<file path="src/rtl/Verdata_pkg.sv">
// rtl/Verdata_pkg.sv - shared datapath types: machine word, register index, decoded instruction
package Verdata_pkg;

    localparam int WORD_W = 32;
    localparam int REG_IDX_W = 5;

    typedef logic [WORD_W-1:0]    word_t;
    typedef logic [REG_IDX_W-1:0] register_index_t;

    // Decoded instruction as handed down the pipeline; the register file only looks at rd/rs1/rs2/has_rd
    typedef struct packed {
        logic [6:0]      opcode;
        register_index_t rd;
        register_index_t rs1;
        register_index_t rs2;
        logic            has_rd;
        word_t           imm;
    } instruction_t;

endpackage

</file>
<file path="src/rtl/vergister.sv">
// rtl/vergister.sv - integer register file, two combinational read ports, one write port, x0 hardwired to zero
module vergister
    import Verdata_pkg::*;
#(
    parameter int SIZE = 32
) (
    input  logic         clk,
    input  logic         reset,
    input  logic         enable,
    input  instruction_t src_instr,
    input  instruction_t dest_instr,
    input  word_t        xd,
    output word_t        xs1,
    output word_t        xs2
);

    localparam int IDX_W = $clog2(SIZE);
    localparam logic [REG_IDX_W:0] SIZE_LIM = (REG_IDX_W+1)'(SIZE);

    word_t regs [SIZE];

    logic wr_en;
    logic rs1_valid;
    logic rs2_valid;

    // Index 0 and indices beyond the implemented range are neither writable nor readable
    assign wr_en = enable && dest_instr.has_rd && (dest_instr.rd != '0)
                   && ({1'b0, dest_instr.rd} < SIZE_LIM);
    assign rs1_valid = (src_instr.rs1 != '0) && ({1'b0, src_instr.rs1} < SIZE_LIM);
    assign rs2_valid = (src_instr.rs2 != '0) && ({1'b0, src_instr.rs2} < SIZE_LIM);

    always_ff @(posedge clk or negedge reset) begin
        if (!reset) begin
            for (int i = 0; i < SIZE; i++) begin
                regs[i] <= '0;
            end
        end else if (wr_en) begin
            regs[dest_instr.rd[IDX_W-1:0]] <= xd;
        end
    end

    // No write-through: a read of the register being written sees the pre-edge value
    always_comb begin
        xs1 = '0;
        if (rs1_valid) begin
            xs1 = regs[src_instr.rs1[IDX_W-1:0]];
        end
    end

    always_comb begin
        xs2 = '0;
        if (rs2_valid) begin
            xs2 = regs[src_instr.rs2[IDX_W-1:0]];
        end
    end

    logic unused_fields;
    assign unused_fields = ^{src_instr.opcode, src_instr.rd, src_instr.has_rd, src_instr.imm,
                             dest_instr.opcode, dest_instr.rs1, dest_instr.rs2, dest_instr.imm};

endmodule

</file>
<file path="config.mk">
export PLATFORM = sky130hd
export DESIGN_NAME = vergister
export DESIGN_NICKNAME = d
export VERILOG_FILES = /design/src/rtl/Verdata_pkg.sv /design/src/rtl/vergister.sv
export SDC_FILE = /design/constraint.sdc
export NUM_CORES = 2
export LEC_CHECK = 0
export ABC_CLOCK_PERIOD_IN_PS = 5600
export CELL_PAD_IN_SITES_DETAIL_PLACEMENT = 1
export CELL_PAD_IN_SITES_GLOBAL_PLACEMENT = 1
export CORE_MARGIN = 2
export CORE_UTILIZATION = 57
export DETAILED_ROUTE_END_ITERATION = 16
export GPL_TIMING_DRIVEN = 1
export HOLD_SLACK_MARGIN = 0.03
export PLACE_DENSITY = 0.87
export SETUP_SLACK_MARGIN = 0.5
export SYNTH_ARGS = -nofsm -noshare
export SYNTH_HDL_FRONTEND = slang
export SYNTH_SLANG_ARGS = --single-unit
</file>
<file path="constraint.sdc">
create_clock -name clk -period 5.6 [get_ports clk]
set_input_delay 1.12 -clock clk [delete_from_list [all_inputs] [get_ports clk]]
set_output_delay 1.12 -clock clk [all_outputs]
set_load 0.05 [all_outputs]
</file>
==> reports/qor.yml <==
floorplan:
  die_h_um: 313
  row_count: 113
  dieArea_sq_mm: 0.0982
  io-pin-count: 209
  initial_core_util_pct: 57.5
  core_area_sq_mm: 0.0949
  die_x_um: 313
critical_path:
  endpoint: "xs2[13]"
  worst_setup_path_end_kind: "output port"
  cp-startpoint: "src_instr[35]"
  critPathLaunchType: "input port"
  rr_endpoint: "regs[429]"
  rr_worst_depth: 1
  timing.rr.start: "regs[429]"
  critPathKind: "in2out"
  reg2reg_slack_ns: 4.68
  cp_max_fo: 60
  crit_arrival_ns: 3.98
  cp.required_ns: 4.48
placed_design:
  dp_slack_ns: 0.716
  placed_area_sq_mm: 0.0579
  gp_congestion: 0.838
  portBuffers: 114
  hpwl_mm: 115
drt:
  num_vias: 40500
  wl_per_cell_um: 44.9
  drtIter0Drc: 5796
  drc: 0
  wl_mm: 222
  drtPass1Iterations: 6
  ant_nets: 0
  viasPerCell: 8.20
sta:
  rsz0062_at_grt: "false"
  finalSetupViolCount: 0
  fmax_mhz: 196
  hold_viol_final: 0
  drv_slew: 0
  fin_tns_setup_ns: 0
  skew_ns: 0
  setup_ws_ns: 0.501
  worst_pin_slew_ns: 1.45
  hold-worst-slack_ns: 0.399
  period_needed_ns: 5.10
  post-route-period-util_pct: 91.1
  maxSlewHeadroom_pct: 2.70
clock_network:
  cts_resized: 0
  clock-sinks: 1024
  cts-hold-fix-buffers: 0
  clkTransAtPathRegs_ns: 0.06
  cts-buffers-inserted: 110
  cts_max_path_buffers: 3
  cts_root_buf: "clkbuf_16"
  post-cts-setup-buffers: 0
  cts_max_level: 3
  cts_tree: "done"
  insertion_delay_ns: 0.73
global_route:
  grt_pass1_wl_mm: 322
  grt_overflow: 0
  grt_max_degree: 155
  antenna_found_initial: 11
  track_usage_pct: 45.6
  grt_pass1_vias: 43900
pwr:
  p_int_mw: 14.8
  combinationalPowerShare_pct: 18.9
  p_sw_share_pct: 30.1
  p_seq_share_pct: 44.1
  power_density_mw_per_mm2: 343
  p_leak_nw: 27.2
  power_mw: 21.2
  power_frac_clock_pct: 37.0
  p_sw_mw: 6.37
  peakVddDrop_mv: 0.236
yosys:
  synth_area_sq_mm: 0.0546
  seq_area_frac_synth_pct: 47.0
  synth_fp_nets: 3769
  synth-seq-cells: 1024
  syn_inst: 3624
  ys_warn_count: 0
  synth_cell_types: 41
  syn_avg_cell_area_sq_um: 15.1
status:
  status: "finished clean"
cells_and_area:
  top_register: "regs"
  largest_reg_flops: 1024
  nets: 3719
  postLayoutCellArea_sq_mm: 0.0617
  syn2layout_area_growth_pct: 13.0
  reg_top3: "regs: 1024 flops"
  final_layout_size_suffix_gt1_share_pct: 52.7
  nFillCells: 8023
job:
  cap_violations: 0
hold_path:
  hold_path.class: "reg2reg"
through the flow:
stage / util, % / instances
2_1_floorplan: - / 3624
3_3_place_gp: 61.0 / 4727
3_5_place_dp: 61.0 / 4727
4_1_cts: 65.0 / 4932
5_1_grt: 65.0 / 4938
6_report: 65.0 / 4946
placed cells by master, fill, tap and decap left out, types with 3 or more instances in the layout:
cell / count
or2_2: 3
o21ai_1: 10
clkinv_2: 27
a22oi_1: 64
clkinv_8: 3
diode_2: 14
nand2_2: 5
mux4_2: 448
clkbuf_16: 110
o2111ai_1: 16
inv_6: 4
nor3_4: 4
nor2b_1: 65
a311oi_1: 64
clkdlybuf4s50_1: 39
bufinv_16: 9
buf_8: 5
buf_4: 110
dfrtp_1: 1024
mux2_2: 993
o21ai_0: 102
nor2b_4: 5
a221oi_1: 48
clkbuf_8: 30
a211oi_1: 64
nor2_4: 17
nor2_1: 8
buf_12: 108
nand2_1: 36
clkbuf_1: 20
mux2_1: 33
mux2i_1: 128
mux2_4: 30
nand2b_1: 3
buf_2: 4
worst min path at each step:
| stage | start | end | slack [ns] | cells after the start |
|---|---|---|---|---|
| final | regs[1009] | regs[1009] | 0.40 | 0 |
| after global routing | regs[1009] | regs[1009] | 0.41 | 0 |
| after CTS | regs[1013] | regs[1013] | 0.40 | 0 |
| after detailed placement | regs[998] | regs[998] | 0.38 | 0 |
| after global placement | regs[994] | regs[994] | 0.38 | 0 |
| after floorplan | regs[1000] | regs[1000] | 0.44 | 1 |
final cells by class:
type / count / area, sq um / share of cell area, %
multi-input combinational: 2168 / 27200 / 44.0
sequential: 1024 / 25600 / 41.5
timing repair buffer: 268 / 3500 / 5.67
clock buffer: 160 / 3240 / 5.25
tap: 1265 / 1580 / 2.57
clock inverter: 45 / 523 / 0.848
antenna: 14 / 35.0 / 0.0568
inverter: 2 / 10.0 / 0.0162
worst max-delay path, stage by stage:
cell	delay [ns]
buf_8	0.46
buf_4	0.38
mux2i_1	0.14
a221oi_1	0.52
o21ai_1	0.43
a311oi_1	0.58
buf_12	0.20
metal layers:
metal / GRT usage (%) / vias to the layer above / routed length, um
met5: 0 / - / 79
li1: - / 14000 / -
met3: 16.4 / 1502 / 29300
met4: 35.7 / 12 / 20600
met2: 68.1 / 4038 / 99800
met1: 54.1 / 21000 / 72500
cell usage after synthesis (all sizes together):
| cell type | number | area share [%] |
|---|---|---|
| o2111ai | 16 | 0.26 |
| nand2b | 5 | 0.057 |
| nand2 | 41 | 0.29 |
| mux4 | 448 | 18 |
| nand4 | 1 | 0.011 |
| o21ai | 112 | 1.0 |
| mux2 | 1056 | 22 |
| nor4 | 1 | 0.011 |
| nor3 | 6 | 0.10 |
| and2 | 3 | 0.034 |
| or3b | 1 | 0.021 |
| nand3 | 4 | 0.037 |
| or2 | 4 | 0.046 |
| a221oi | 48 | 0.77 |
| and3 | 1 | 0.011 |
| and4 | 1 | 0.016 |
| nor2 | 25 | 0.20 |
| a22oi | 64 | 0.88 |
| mux2i | 128 | 2.3 |
| nor2b | 70 | 0.80 |
| a311oi | 64 | 1.0 |
| a211oi | 64 | 0.88 |
| inv | 2 | 0.014 |
| nand3b | 1 | 0.014 |
| or4 | 2 | 0.028 |
| buf | 208 | 2.1 |
| clkbuf | 222 | 1.5 |
| dfrtp | 1024 | 47 |
| or3 | 2 | 0.023 |
power by group through the flow:
stage          clock network [mW]  logic (mW)  registers, mW
2_1_floorplan                   0        2.56           8.90
3_3_place_gp                    0        3.49           8.99
3_5_place_dp                    0        3.73           9.24
4_1_cts                      7.79        3.92           9.24
5_1_grt                      8.08        4.12           9.36
6_report                     7.85        4.00           9.34
cell families after synthesis:
family                 count (synthesis)  share of synthesized area [%]
buffers and inverters                432                           3.66
DFF                                 1024                           47.0
muxes                               1632                           42.8
AOI/OAI and AO/OA                    368                           4.84
and+or+nand+nor                      168                           1.70
Power figures use the tool's default switching activity.
